--- src/rtl/neuron_mac_accumulator.sv ---
// Per-neuron pre-activation MAC: accumulates N_INPUTS signed x*w products plus bias,
// then rounds and saturates to the Q-format z_value feeding the activation LUT stage.
module neuron_mac_accumulator #(
   parameter int N_INPUTS = 2,
   parameter int DATA_W   = 8,
   parameter int FRAC_W   = 4,
   parameter int ACC_W    = 20
) (
   input  logic                     clk,
   input  logic                     rst,
   input  logic                     start,
   input  logic signed [DATA_W-1:0] bias,
   input  logic                     in_valid,
   output logic                     in_ready,
   input  logic signed [DATA_W-1:0] x,
   input  logic signed [DATA_W-1:0] w,
   output logic                     z_valid,
   input  logic                     z_ready,
   output logic signed [DATA_W-1:0] z_value,
   output logic                     busy
);

   localparam int CNT_W = (N_INPUTS > 1) ? $clog2(N_INPUTS) : 1;
   localparam logic [CNT_W-1:0]        CNT_LAST   = CNT_W'(N_INPUTS - 1);
   localparam logic signed [ACC_W-1:0] ROUND_HALF = ACC_W'(2 ** (FRAC_W - 1));
   localparam logic signed [ACC_W-1:0] Z_MAX      = ACC_W'(2 ** (DATA_W - 1) - 1);
   localparam logic signed [ACC_W-1:0] Z_MIN      = ACC_W'(-(2 ** (DATA_W - 1)));

   typedef enum logic [1:0] {
      IDLE   = 2'd0,
      ACCUM  = 2'd1,
      FINISH = 2'd2,
      OUTPUT = 2'd3
   } state_t;

   state_t                     state_q, state_d;
   logic signed [ACC_W-1:0]    acc_q, acc_d;
   logic [CNT_W-1:0]           cnt_q, cnt_d;
   logic signed [DATA_W-1:0]   z_value_q, z_value_d;
   logic                       z_valid_q, z_valid_d;
   logic                       in_ready_q, in_ready_d;
   logic                       busy_q, busy_d;

   logic signed [2*DATA_W-1:0] prod;
   logic signed [ACC_W-1:0]    prod_ext;
   logic signed [ACC_W-1:0]    bias_aligned;
   logic signed [ACC_W-1:0]    rounded;

   // Bias is shifted up so its binary point lines up with the 2*FRAC_W product format.
   assign prod         = x * w;
   assign prod_ext     = {{(ACC_W - 2*DATA_W){prod[2*DATA_W-1]}}, prod};
   assign bias_aligned = {{(ACC_W - DATA_W){bias[DATA_W-1]}}, bias} <<< FRAC_W;
   assign rounded      = (acc_q + ROUND_HALF) >>> FRAC_W;

   always_comb begin
      state_d   = state_q;
      acc_d     = acc_q;
      cnt_d     = cnt_q;
      z_value_d = z_value_q;
      z_valid_d = z_valid_q;
      case (state_q)
         IDLE: begin
            if (start) begin
               acc_d   = bias_aligned;
               cnt_d   = '0;
               state_d = ACCUM;
            end
         end
         ACCUM: begin
            if (in_valid && in_ready_q) begin
               acc_d = acc_q + prod_ext;
               cnt_d = cnt_q + 1'b1;
               if (cnt_q == CNT_LAST) begin
                  state_d = FINISH;
               end
            end
         end
         FINISH: begin
            if (rounded > Z_MAX) begin
               z_value_d = Z_MAX[DATA_W-1:0];
            end else if (rounded < Z_MIN) begin
               z_value_d = Z_MIN[DATA_W-1:0];
            end else begin
               z_value_d = rounded[DATA_W-1:0];
            end
            z_valid_d = 1'b1;
            state_d   = OUTPUT;
         end
         OUTPUT: begin
            if (z_ready) begin
               z_valid_d = 1'b0;
               state_d   = IDLE;
            end
         end
         default: state_d = IDLE;
      endcase
      in_ready_d = (state_d == ACCUM);
      busy_d     = (state_d != IDLE);
   end

   always_ff @(posedge clk or negedge rst) begin
      if (!rst) begin
         state_q    <= IDLE;
         acc_q      <= '0;
         cnt_q      <= '0;
         z_value_q  <= '0;
         z_valid_q  <= 1'b0;
         in_ready_q <= 1'b0;
         busy_q     <= 1'b0;
      end else begin
         state_q    <= state_d;
         acc_q      <= acc_d;
         cnt_q      <= cnt_d;
         z_value_q  <= z_value_d;
         z_valid_q  <= z_valid_d;
         in_ready_q <= in_ready_d;
         busy_q     <= busy_d;
      end
   end

   assign in_ready = in_ready_q;
   assign z_valid  = z_valid_q;
   assign z_value  = z_value_q;
   assign busy     = busy_q;

endmodule

--- config.mk ---
export PLATFORM = sky130hd
export DESIGN_NAME = neuron_mac_accumulator
export DESIGN_NICKNAME = d
export VERILOG_FILES = /design/src/rtl/neuron_mac_accumulator.sv
export SDC_FILE = /design/constraint.sdc
export NUM_CORES = 1
export LEC_CHECK = 0
export ABC_AREA = 1
export CAP_MARGIN = 40
export CORE_UTILIZATION = 60
export CTS_BUF_LIST = sky130_fd_sc_hd__clkbuf_4 sky130_fd_sc_hd__clkbuf_8
export CTS_CLUSTER_DIAMETER = 100
export DETAILED_ROUTE_END_ITERATION = 6
export PLACE_DENSITY = 0.83
export SYNTH_ARGS = -nofsm -noshare
export SYNTH_HDL_FRONTEND = slang
export SYNTH_SLANG_ARGS = --single-unit
export TNS_END_PERCENT = 30
--- constraint.sdc ---
create_clock -name clk -period 6 [get_ports clk]
set_input_delay 0.6 -clock clk [delete_from_list [all_inputs] [get_ports clk]]
set_output_delay 0.6 -clock clk [all_outputs]
set_load 0.02 [all_outputs]
==> flow_metrics.tcl, run 1 <==
set metrics [dict create \
    dr.pass1.iters 7 \
    grt_pass1_wl_um 22100 \
    top_usage_layer "met2" \
    grt_use_met3 0.0281 \
    std_cell_rows 35 \
    place_inst 854 \
    synth-edff-count 0 \
    hp-class "flip-flop to flip-flop" \
    htreeDepth 2 \
    yosys_warnings 0 \
    die_x_um 99.3 \
    cap_viol_max_count 0 \
    drt-initial-drc-count 178 \
    cts.clk_slew.worst_paths_ps 70 \
    reg2regPathDepth 18 \
    synth_async_sr_flop_share 1.00 \
    drtAntennaViolNets 0 \
    hpwl_um 10900 \
    endpoint "acc_q[19]" \
    final_common_cell "nand2_1" \
    synth_cell_types 34 \
    fin_cells 862 \
    cts_buffers 5 \
    finalInstanceArea_sq_mm 0.00626 \
    synth_flop_cell "dfrtp_1" \
    cts_hold_buf 0 \
    cts_root_buffer "clkbuf_8" \
    area_delta_synth_final_pct 10.3 \
    path_class "input pin to flip-flop" \
    max-slew-margin-rel 0.455 \
    grtUsageMet1 0.353 \
    final_cell_mix "170 x nand2_1, 168 x inv_1, 88 x fa_1, 47 x ha_1, 39 x clkdlybuf4s50_1" \
    fin_tns_setup_ps 0 \
    post_cts_resized 0 \
    hold_viol 0 \
    post-route-period-util 0.918 \
    synth.yosys.seq_area_share 0.150 \
    status "finished with violations" \
    reg2reg_from "acc_q[6]" \
    yosys.area.top_type "fa_1" \
    start_util 0.617 \
    yosys-top-cells-area "fa_1 31%, dfrtp_1 15%, nand2_1 11%" \
    via_per_inst 5.37 \
    cts_tree "built" \
    cp-start-kind "input pin" \
    r2r_setup_slack_ps 1320 \
    setup_viol 0 \
    wl_um 12600 \
    violations "design-rule violations" \
    skew_ps 4.86 \
    grt_usage 0.280 \
    dieArea_sq_mm 0.00985 \
    drc 2 \
    antenna_found_initial 0 \
    netlist.area_leader.share 0.310 \
    grt.overflow.total 0 \
    worstPathMaxFanout 8 \
    numPortBuffers 39 \
    ios 40 \
    gp_congestion 0.919 \
    crit_start "w[2]" \
    syn-instance-count 719 \
    core_area_sq_mm 0.00920 \
    grt_pass1_vias 4923 \
    cp-end-kind "flip-flop" \
    rr_endpoint "acc_q[13]" \
    drive_gt1_frac 0.0599 \
    diodes 0 \
    synth_nets 883 \
    use_met2 0.509 \
    worst_skew_pair.late_latency_ps 280 \
    post-cts-setup-buffer-count 0 \
    rsz0062_at_grt "no" \
    worstPathArrival_ps 5720 \
    cts.path.max_buffers 2 \
    die-height_um 99.3 \
    cts.sinks 34 \
    vias 4627 \
    nNetsFinal 914 \
    dpl_cell_area_sq_mm 0.00616 \
    tightest_slew_ps 817 \
    cp.required_ps 6210 \
    slew_viol_final 0 \
    grt_max_degree 35 \
    synth_area_sq_mm 0.00568 \
    fmax_mhz 182 \
    synth-seq-cells 34 \
    synth.avg_cell_area_sq_um 7.89 \
    routedWlPerCell_um 14.6 \
    period_needed_ps 5510 \
]
routing by layer:
layer  vias to the layer above  share of wire
met5                         -              0
met4                         0          0.026
met3                        29          0.039
met2                       127           0.52
met1                      2251           0.42
li1                       2220              -
sequential cells by signal, indices dropped and copies added (netlist names):
| register | flops |
|---|---|
| acc_q | 20 |
| busy | 1 |
| cnt_q | 1 |
| in_ready | 1 |
| state_q | 2 |
| z_valid | 1 |
| z_value | 8 |
cells by family (layout without fill, tap and decap cells):
group / Yosys count / in the layout / synth area share
XOR/XNOR: 18 / 18 / 0.0304
flip-flops: 34 / 34 / 0.150
AO/OA/AOI/OAI: 66 / 66 / 0.0631
AND/OR/NAND/NOR: 276 / 276 / 0.216
buffers and inverters: 190 / 222 / 0.126
adder cells (fa/ha/maj): 135 / 135 / 0.414
how the worst min path moves through the flow:
stage	start	endpoint	cells past startpoint
after detailed placement	z_value[5]	z_value[5]	2
final	z_value[5]	z_value[5]	2
after global routing	z_value[2]	z_value[2]	2
after floorplan	rst	acc_q[0]	0
after global placement	z_value[3]	z_value[3]	2
after CTS	z_value[5]	z_value[5]	2
Yosys cell counts (6+ instances only):
| cell | instances |
|---|---|
| nand2_1 | 170 |
| o21ai_0 | 19 |
| inv_1 | 168 |
| nand3_1 | 26 |
| nor2_1 | 34 |
| dfrtp_1 | 34 |
| clkbuf_1 | 18 |
| nor2_4 | 6 |
| fa_1 | 88 |
| nand4_1 | 7 |
| ha_1 | 47 |
| nand2_2 | 10 |
| a21oi_1 | 32 |
| xor2_1 | 11 |
layout make-up:
| type | instances | area, sq um |
|---|---|---|
| multi-input cells | 495 | 4110 |
| inverters | 170 | 638 |
| flip-flops and latches | 34 | 851 |
| fillers | 781 | 2940 |
| clock buffers | 7 | 90.1 |
| well taps | 111 | 139 |
| clock inverters | 1 | 5.00 |
| repair buffers | 44 | 428 |
through the flow:
stage / worst slack (ps) / util / hold slack [ps]
finish: 494 / 0.681 / 488
global route: 187 / 0.681 / 515
CTS: 501 / 0.681 / 488
detailed placement: 216 / 0.670 / 470
global placement: 308 / 0.670 / 466
floorplan: 1020 / - / 304
critical path, stage by stage:
cell,delay (ps)
clkdlybuf4s50_1,580
nand2_1,250
inv_1,80
fa_1,550
inv_1,150
fa_1,660
inv_1,160
fa_1,550
inv_1,60
fa_1,520
inv_1,40
ha_1,280
ha_1,360
nand2_1,100
or2_2,300
nand3_1,80
a21oi_1,60
nand3_1,80
nand3_1,70
a21oi_1,160
Power of run 1 is left out: the tool's default activity adds up to more than one toggle a clock period on the data nets, which glitch-free logic cannot reach.
==> run 2: changes to the inputs <==
--- a/config.mk
+++ b/config.mk
@@ -6,12 +6,14 @@
 export NUM_CORES = 1
 export LEC_CHECK = 0
 export ABC_AREA = 1
+export ABC_CLOCK_PERIOD_IN_PS = 6000
 export CAP_MARGIN = 40
 export CORE_UTILIZATION = 60
 export CTS_BUF_LIST = sky130_fd_sc_hd__clkbuf_4 sky130_fd_sc_hd__clkbuf_8
 export CTS_CLUSTER_DIAMETER = 100
 export DETAILED_ROUTE_END_ITERATION = 6
 export PLACE_DENSITY = 0.83
+export SKIP_LAST_GASP = 1
 export SYNTH_ARGS = -nofsm -noshare
 export SYNTH_HDL_FRONTEND = slang
 export SYNTH_SLANG_ARGS = --single-unit
==> results of run 2 <==
No change in the layout: final DEF, timing and power equal those of run 1.
Power of run 2 is left out for the same reason.
==> run 3: changes to the inputs <==
--- a/config.mk
+++ b/config.mk
@@ -7,7 +7,6 @@
 export LEC_CHECK = 0
 export ABC_AREA = 1
 export ABC_CLOCK_PERIOD_IN_PS = 6000
-export CAP_MARGIN = 40
 export CORE_UTILIZATION = 60
 export CTS_BUF_LIST = sky130_fd_sc_hd__clkbuf_4 sky130_fd_sc_hd__clkbuf_8
 export CTS_CLUSTER_DIAMETER = 100
==> results of run 3 <==
No change in the layout: final DEF, timing and power equal those of run 1.
Power of run 3 is left out for the same reason.
